[src/rtl/alu_pipe_ctrl.sv]
// Handshaked WIDTH-bit ALU with registered result, status flags and a
// multi-cycle shift-add multiply.
//   clk, rst (sync, active-high)
//   in_valid/in_ready + op1, op2, sel : operation request
//   out_valid/out_ready + out, co, zero, neg, ovf : registered result
module alu_pipe_ctrl #(
  parameter int WIDTH = 8,
  parameter int CNT_W = 4
) (
  input  logic             clk,
  input  logic             rst,
  input  logic             in_valid,
  output logic             in_ready,
  input  logic [WIDTH-1:0] op1,
  input  logic [WIDTH-1:0] op2,
  input  logic [2:0]       sel,
  output logic             out_valid,
  input  logic             out_ready,
  output logic [WIDTH-1:0] out,
  output logic             co,
  output logic             zero,
  output logic             neg,
  output logic             ovf
);

  typedef enum logic [1:0] {
    IDLE,
    EXEC,
    DONE
  } state_t;

  localparam logic [2:0] OP_MUL = 3'b101;
  // cnt counts completed shift-add steps; one extra EXEC cycle
  // at cnt==WIDTH writes the product out.
  localparam logic [CNT_W-1:0] LAST = CNT_W'(WIDTH);

  state_t               state;
  logic [2*WIDTH-1:0]   acc;
  logic [2*WIDTH-1:0]   mcand;
  logic [WIDTH-1:0]     mplier;
  logic [CNT_W-1:0]     cnt;

  logic                 accept;
  logic [WIDTH:0]       sum;
  logic [WIDTH-1:0]     res;
  logic                 res_co;
  logic                 res_ovf;
  logic [WIDTH-1:0]     mres;

  // DONE passes out_ready through so consume+accept has no bubble
  assign in_ready = (state == IDLE) ||
                    ((state == DONE) && out_ready);
  assign accept   = in_valid && in_ready;
  assign sum      = {1'b0, op1} + {1'b0, op2};
  assign mres     = acc[WIDTH-1:0];

  always_comb begin
    res     = op1;
    res_co  = 1'b0;
    res_ovf = 1'b0;
    case (sel)
      3'b000: begin
        res     = sum[WIDTH-1:0];
        res_co  = sum[WIDTH];
        res_ovf = (op1[WIDTH-1] == op2[WIDTH-1]) &&
                  (sum[WIDTH-1] != op1[WIDTH-1]);
      end
      3'b001: begin
        res    = {op1[WIDTH-2:0], 1'b0};
        res_co = op1[WIDTH-1];
      end
      3'b010: res = ~(op1 ^ op2);
      3'b011: begin
        res    = {1'b0, op1[WIDTH-1:1]};
        res_co = op1[0];
      end
      3'b110: res = ~op1 + WIDTH'(1);
      default: res = op1;
    endcase
  end

  always_ff @(posedge clk) begin
    if (rst) begin
      state     <= IDLE;
      out       <= '0;
      co        <= 1'b0;
      zero      <= 1'b0;
      neg       <= 1'b0;
      ovf       <= 1'b0;
      out_valid <= 1'b0;
      acc       <= '0;
      mcand     <= '0;
      mplier    <= '0;
      cnt       <= '0;
    end else begin
      case (state)
        IDLE, DONE: begin
          if (accept) begin
            if (sel == OP_MUL) begin
              state     <= EXEC;
              out_valid <= 1'b0;
              acc       <= '0;
              cnt       <= '0;
              mcand     <= {{WIDTH{1'b0}}, op1};
              mplier    <= op2;
            end else begin
              state     <= DONE;
              out_valid <= 1'b1;
              out       <= res;
              co        <= res_co;
              zero      <= (res == '0);
              neg       <= res[WIDTH-1];
              ovf       <= res_ovf;
            end
          end else if (state == DONE && out_ready) begin
            state     <= IDLE;
            out_valid <= 1'b0;
          end
        end
        EXEC: begin
          if (cnt == LAST) begin
            state     <= DONE;
            out_valid <= 1'b1;
            out       <= mres;
            co        <= |acc[2*WIDTH-1:WIDTH];
            zero      <= (mres == '0);
            neg       <= mres[WIDTH-1];
            ovf       <= 1'b0;
          end else begin
            if (mplier[0]) acc <= acc + mcand;
            mcand  <= mcand << 1;
            mplier <= mplier >> 1;
            cnt    <= cnt + CNT_W'(1);
          end
        end
        default: state <= IDLE;
      endcase
    end
  end

endmodule

[config.mk]
export PLATFORM = sky130hd
export DESIGN_NAME = alu_pipe_ctrl
export DESIGN_NICKNAME = d
export VERILOG_FILES = /design/src/rtl/alu_pipe_ctrl.sv
export SDC_FILE = /design/constraint.sdc
export NUM_CORES = 1
export LEC_CHECK = 0
export ABC_AREA = 1
export BUFFER_PORTS_ARGS = -buffer_cell sky130_fd_sc_hd__buf_2
export CORE_ASPECT_RATIO = 0.6
export CORE_MARGIN = 8
export CORE_UTILIZATION = 45
export DETAILED_ROUTE_END_ITERATION = 16
export PLACE_DENSITY_LB_ADDON = 0.2
export SYNTH_ARGS = -nofsm -noshare
export SYNTH_HDL_FRONTEND = slang
export SYNTH_SLANG_ARGS = --single-unit
[constraint.sdc]
create_clock -name clk -period 2.5 [get_ports clk]
set_input_delay 0.125 -clock clk [delete_from_list [all_inputs] [get_ports clk]]
set_output_delay 0.125 -clock clk [all_outputs]
set_load 0.03 [all_outputs]
Yosys cells after proc, flatten, opt, wreduce, memory -nomap -nowiden
Index checks and enable logic that the tools add are counted.

word-level totals
  output and inout port bits = 14
  word-level logic and storage cells = 101
  input port bits = 23
  bits in registers = 59

operators by class
  eq/ne operators = 17
  multiplexer cells = 50
  $add $sub $neg = 4
  reductions and logical operators = 16
  bitwise logic cells = 3

operators with widths
  operator                                                          number
  16-bit 2-to-1 mux                                                 7
  16-bit one-hot mux with 2 select lines                            2
  8-bit 2-to-1 mux                                                  6
  8-bit one-hot mux with 5 select lines                             1
  8-bit one-hot mux with 2 select lines                             2
  1-bit 2-to-1 mux                                                  17
  16-bit adder                                                      1
  8-bit zero test                                                   2
  8-bit inverter                                                    2
  4-bit 2-to-1 mux                                                  3
  2-bit inequality test (second input constant)                     6
  1-bit one-hot mux with 2 select lines                             5
  8-bit by 8-bit adder with 9-bit output                            1
  8-bit by 1-bit adder with 8-bit output (second input constant)    1
  2-bit 2-to-1 mux                                                  4
  4-bit one-hot mux with 2 select lines                             1
  4-bit AND reduction                                               2
  8-bit OR reduction                                                1
  8-bit bitwise XOR                                                 1
  3-bit by 2-bit == test with 1-bit output (second input constant)  2
  3-bit == test (second input constant)                             2
  5-bit AND reduction                                               1
  4-bit by 1-bit adder with 4-bit output (second input constant)    1
  4-bit == test (second input constant)                             1
  other kinds (16)                                                  18

Longest topological paths before layout
Gate-level depths: netlist of run 1.

  word-level depth = 7
  mapped depth = 14
  gate-level depth less buffers = 14

Least setup slack after synthesis of run 1
Ideal clock, no wire load.

  kind = register -> register
  start = register state[1]
  end = register mcand[5]
  required time = 2.363 ns
  library setup time = 0.137 ns
  path buffers = 1
  slack = 0.584 ns
  cell stages (with the launch flop) = 10
  period minus slack after synthesis = 1.916 ns
  arrival = 1.779 ns
  cells stage by stage = dfxtp_1 -> inv_1 -> nor2_1 -> nor2_1 -> nand2_1 -> nor2_4 -> nor2_1 -> inv_2 -> clkbuf_1 -> a31oi_1

on the way
  cells in the longest elaborated chain, start to end = 6
  elaborated cells on any way between the ends = 13
  classes of those cells = eq/ne (5); mux (1); reduce/logical (7)

ends and longest elaborated chain
  item                                        line  RTL
  from (decl)                                 37    state_t state;
  from (signal assigned)                      84    state <= IDLE;
  from (signal assigned)                      100   state <= EXEC;
  from (signal assigned)                      107   state <= DONE;
  2-bit == test                               52    ((state == DONE) && out_ready);
  1-bit logical AND                           52
  1-bit logical OR (*)                        51    assign in_ready = (state == IDLE) ||
  named net in_ready                          13    output logic in_ready,
  1-bit logical AND (*)                       53    assign accept = in_valid && in_ready;
  2-bit inequality test (no source line) (*)  -
  4-bit AND reduction (no source line) (*)    -
  to (signal assigned)                        104   mcand <= {{WIDTH{1'b0}}, op1};
  to (signal assigned)                        131   mcand <= mcand << 1;
  to (decl)                                   39    logic [2*WIDTH-1:0] mcand;

The timed path passes the listed nets; every way through them passes the cells marked *.
A chain may end at the register's enable or synchronous reset.

Worst setup path after layout of run 1
  start = register mcand[0]
  end = register acc[8]

on the way
  cells in the longest elaborated chain, start to end = 4

ends and longest elaborated chain
  item                                    line  RTL
  16-bit adder                            130   if (mplier[0]) acc <= acc + mcand;
  16-bit 2-to-1 mux                       130
  16-bit 2-to-1 mux                       121   if (cnt == LAST) begin
  16-bit one-hot mux with 2 select lines  96    case (state)
  to (signal assigned)                    130
  to (decl)                               38    logic [2*WIDTH-1:0] acc;

Every way passes these cells. The select of a mux whose other input is x is not followed.

==> results of run 1 <==
worst max path at each step:
stage	from	endpoint	slack, ps	depth (start not counted)
6_report	mcand[0]	acc[8]	340	8
5_1_grt	mcand[0]	acc[8]	210	8
4_1_cts	mcand[0]	acc[8]	390	8
3_5_place_dp	op1[0]	zero	350	14
3_3_place_gp	op1[0]	zero	350	14
2_1_floorplan	state[1]	mcand[5]	580	9
per-layer routing:
metal,wire length [um],vias up,GRT usage (%),part of all wire [%]
li1,-,2190,-,-
met1,6567,1992,32.00,53
met2,4335,178,26.50,35
met3,1300,18,7.520,11
met4,121,0,4.706,0.98
met5,0,-,0,0
worst max-delay path: stages (launching register included):
cell and delay, ps:
dfxtp_1 400, ha_1 240, fa_1 300, a21oi_1 90
o21ai_0 460, a21oi_1 200, a21oi_1 170, o21ai_0 100
a21oi_1 130
cells by family (layout without fill, tap and decap cells):
kind of cell / Yosys count / count (layout) / share of synthesized area, %
buffers and inverters: 82 / 121 / 8.020
adders and majority gates: 28 / 28 / 9.148
AOI/OAI and AO/OA: 150 / 150 / 20.11
xor gates and xnor gates: 3 / 3 / 0.6580
and+or+nand+nor: 308 / 308 / 32.99
DFF: 58 / 58 / 29.07
synthesized netlist by cell type (all sizes together), types with 3 or more instances:
library cell  count  area, um^2
o21ai            45       225.2
inv              60       225.2
a21oi            78       397.9
nor2             50       195.2
dfxtp            58        1161
o22ai             3       18.77
a31oi            16       100.1
buf               7       38.78
or2               3       18.77
nand2           171       641.9
clkbuf           15       56.30
nor4              3       18.77
ha               26       325.3
nor3              8       45.04
nand3            59       307.8
nand4            11       68.82
power by group through the flow:
stage / registers (uW) / logic, uW / clock network (uW)
floorplan: 1020 / 248 / 0
global placement: 997 / 406 / 0
detailed placement: 997 / 409 / 0
CTS: 978 / 411 / 1140
global route: 981 / 465 / 1190
finish: 979 / 419 / 1120
registers in the layout, summed over array words and instances (netlist names):
| register | count |
|---|---|
| acc | 16 |
| cnt | 4 |
| co | 1 |
| mcand | 16 |
| mplier | 8 |
| out | 8 |
| out_valid | 1 |
| ovf | 1 |
| state | 2 |
| zero | 1 |
per-stage QoR:
stage	util [%]	hold slack, ps	total power (uW)	setup slack, ps	area (um^2)
3_5_place_dp	50.10	421.5	1406	346.7	4287
2_1_floorplan	-	272.1	1273	584.3	3994
5_1_grt	53.28	94.87	2632	208.2	4558
3_3_place_gp	50.10	424.4	1403	353.3	4287
4_1_cts	53.28	72.09	2532	391.7	4558
6_report	53.28	88.81	2520	342.9	4558
cell usage in the layout, fill, tap and decap left out, drive strengths merged, types with 3 or more instances in the layout:
cell type	n
nand2	171
a31oi	16
dfxtp	58
a21oi	78
o21ai	45
clkbuf	10
nand3	59
nor3	8
nor2	50
inv	60
clkinv	5
buf	45
o22ai	3
nand4	11
nor4	3
or2	3
ha	26
cell type report:
class                           count  area, um^2  share of cell area [%]
Clock buffer                       10       239.0                   5.243
Clock inverter                      6       32.53                  0.7137
Inverter                           60       225.2                   4.941
Multi-Input combinational cell    489        2512                   55.12
Sequential cell                    58        1161                   25.47
Tap cell                          112       140.1                   3.074
Timing Repair Buffer               45       247.7                   5.435
==> results.yml, run 1 <==
status:
  status: "completed"
worst_setup_path:
  worstReg2RegEnd: "acc[8]"
  critPathKind: "register to register"
  end_kind: "register"
  r2r_start: "mcand[0]"
  critical_path.max_fanout: 4
  crit_required_ps: 2760
  rr_worst_depth: 8
  start_kind: "register"
  r2r_slack_ps: 340
  arrival_ps: 2420
pwr:
  combPwrFrac_pct: 16.6
  p_sw_uw: 745.6
  p_seq_share_pct: 38.9
  p_leak_uw: 0.002129
  p_per_area_mw_per_mm2: 552.8
  p_int_uw: 1774
  clock_power_share_pct: 44.5
  ir_worst_vdd_uv: 353.7
  p_sw_share_pct: 29.59
grt:
  antenna_found_initial: 0
  grt_max_degree: 35
  grt_pass1_vias: 3913
  grt_usage_pct: 21.03
  grt_pass1_wl_um: 20100
  grt_overflow_total: 0
cells_and_area:
  final_net_count: 714
  drive_gt1_share_pct: 11.08
  fill_cells: 879
  syn_to_final_growth_pct: 14.13
  finalNonFillerCells: 780
  diodes: 0
synth:
  async_flop_share_pct: 0
  synth_nets: 680
  yosysSeqAreaShare_pct: 29.07
  syn-cell-area_mm2: 0.003994
  ys_types: 35
  syn_inst: 629
  yosysWarnings: 0
  synthFlopType: "dfxtp_1"
  syn_avg_cell_area_um2: 6.349
  synth-seq-cells: 58
  synth-edff-count: 0
die:
  fp.coreArea_mm2: 0.008556
  io_pins: 37
  start_util_pct: 46.68
  die_y_um: 88.98
  rows: 26
  die_area_mm2: 0.01224
  die_x_um: 137.6
clock_tree:
  cts_setup_buffers: 0
  cts.clk_slew.worst_paths_ps: 50
  clk_latency_ps: 330
  post_cts_resized: 0
  h-tree-depth: 3
  cts_buffers: 9
  ctsHoldBuffers: 0
  cts_root_buf: "clkbuf_16"
  cts.sinks: 58
  clk_path_buf_depth: 2
  cts_tree: "yes"
run:
  maxCapViolCount: 0
timing:
  worst_clock_skew_ps: 3.862
  rsz0062_at_grt: "false"
  drv_slew: 0
  period_share_pct: 86.29
  worstMarginPinSlew_ps: 596.9
  fmax_mhz: 463.6
  hold_violations: 0
  setup_tns_ps: 0
  setup_violations: 0
  fin_crit_ps: 2157
  slew_headroom_pct: 60.16
routing:
  dr.pass1.iters: 5
  final_antenna_net_count: 0
  routed_wl_um: 12320
  wl_per_cell_um: 15.80
  dr_total_vias: 4378
  drt_iter0_drc: 403
  vias_per_cell: 5.613
  drc: 0
placed_design:
  place_congestion: 0.9672
  dp.final_hpwl_um: 9609
  portBuffers: 36
  dp.cells: 764
hold_path:
  hp-class: "input port to register"
  whs_path_depth: 3
  hp-start: "op2[7]"
  min_to: "mplier[7]"
Power figures use the tool's default switching activity.
==> run 2, diff against run 1 <==
- PLACE_DENSITY: unset -> 0.73
- PLACE_DENSITY_LB_ADDON: 0.2 -> unset
==> run 2 against run 1 <==
Maximum frequency increased by 8.5%. Sequential power about the same. Clock-buffer cell count grew 1. Clock power is 4% lower. Utilization fell by 0.13 points. Final cell count did not move. Global-route usage about the same. Via count rose by 0.34%. Die area is the same. Highest routed layer unchanged.
==> results.yml, run 2 (synthesis gave the netlist of run 1 again) <==
cells_and_area:
  top_regs: "acc x16, mcand x16"
  drive_gt1_share_pct: 10.78
  layout_common_cells: "nand2_1 (171), a21oi_1 (76), nand3_1 (58), dfxtp_1 (58), inv_1 (55)"
  finalNonFillerCells: 780
  final_common_cell: "nand2_1"
  final_net_count: 715
  diodes: 0
  syn_to_final_growth_pct: 13.85
  final_area_mm2: 0.004547
routing:
  final_antenna_net_count: 0
  dr.pass1.iters: 5
  dr_total_vias: 4393
  routed_wl_um: 12620
  wl_per_cell_um: 16.18
  drc: 0
  drt_iter0_drc: 471
  vias_per_cell: 5.632
clock_tree:
  ctsHoldBuffers: 0
  cts_root_buf: "clkbuf_16"
  cts_setup_buffers: 0
  cts_tree: "yes"
  h-tree-depth: 3
  cts.sinks: 58
  post_cts_resized: 0
  cts_buffers: 9
  cts.clk_slew.worst_paths_ps: 50
  clk_path_buf_depth: 2
  clk_latency_ps: 330
placed_design:
  dp.cells: 765
  placedInstanceArea_mm2: 0.004294
  dp.final_hpwl_um: 9845
  place_congestion: 1.019
  portBuffers: 36
worst_setup_path:
  end_kind: "register"
  start_kind: "register"
  arrival_ps: 2190
  critPathKind: "register to register"
  critical_path.max_fanout: 4
  crit_required_ps: 2700
grt:
  antenna_found_initial: 0
  grt_pass1_wl_um: 19970
  grt_max_degree: 35
  grt_overflow_total: 0
  grt_pass1_vias: 3861
  grt_usage_pct: 20.99
die:
  io_pins: 37
  fp.coreArea_mm2: 0.008556
  die_x_um: 137.6
  rows: 26
  start_util_pct: 46.68
  die_y_um: 88.98
  die_area_mm2: 0.01224
run:
  maxCapViolCount: 0
pwr:
  p_seq_share_pct: 39.5
  p_sw_uw: 740.2
  ir_worst_vdd_uv: 335.9
  power_uw: 2485
  clock_power_share_pct: 43.5
  p_int_uw: 1745
  p_leak_uw: 0.002125
  p_sw_share_pct: 29.78
  combPwrFrac_pct: 17.0
  p_per_area_mw_per_mm2: 546.6
timing:
  fmax_mhz: 503.1
  rsz0062_at_grt: "false"
  worstMarginPinSlew_ps: 641.0
  setup_tns_ps: 0
  setup_violations: 0
  worst_clock_skew_ps: 6.365
  slew_headroom_pct: 57.22
  hold_violations: 0
  drv_slew: 0
  period_share_pct: 79.50
  fin_hold_ws_ps: 86.53
  fin_crit_ps: 1988
hold_path:
  hp-class: "input port to register"
status:
  status: "completed"
[run 2: changes by cell type in the layout (fill, tap and decap cells not counted), sizes merged]
cell and change:
buf +1, clkbuf +1, clkinv -1, clkinvlp -1
[run 2: final timing paths]
path	startpoint	to	slack [ps]	cells past startpoint
setup / recovery	acc[0]	acc[8]	510	8
hold / removal	op2[3]	mplier[3]	90	3
setup reg to reg	acc[0]	acc[8]	510	8
hold reg to reg	mplier[7]	mplier[7]	470	2
[run 2: stage by stage]
stage | setup slack (ps) | utilization [%]
after floorplan | 584.3 | -
after global placement | 548.3 | 50.19
after detailed placement | 539.7 | 50.19
after CTS | 530.7 | 53.14
after global routing | 317.0 | 53.14
final | 512.4 | 53.14
[run 2: layer usage]
layer	part of all wire, %	GRT usage, %
met2	37	27.07
met1	50	30.93
met5	0	0
met4	0.88	5.000
met3	12	8.305
[run 2: area by class of cell]
class / instances / area [um^2]
clock buffer: 11 / 232.7
clock inverter: 4 / 20.02
fill: 855 / 4009
inverter: 60 / 225.2
multi-input combinational: 489 / 2512
sequential: 58 / 1161
tap: 112 / 140.1
timing repair buffer: 46 / 255.2
[run 2: critical path, cell delays in order, from the launching register on]
cell and delay [ps]:
dfxtp_1 340, ha_1 250, fa_1 470, a21oi_1 160
o21ai_0 170, a21oi_1 220, a21oi_1 100, o21ai_0 70
a21oi_1 80
[run 2: power groups by stage]
stage	registers, uW	clock network [uW]	logic [uW]
finish	981	1080	424
global route	984	1130	464
CTS	980	1100	413
detailed placement	999	0	411
global placement	998	0	410
floorplan	1020	0	248
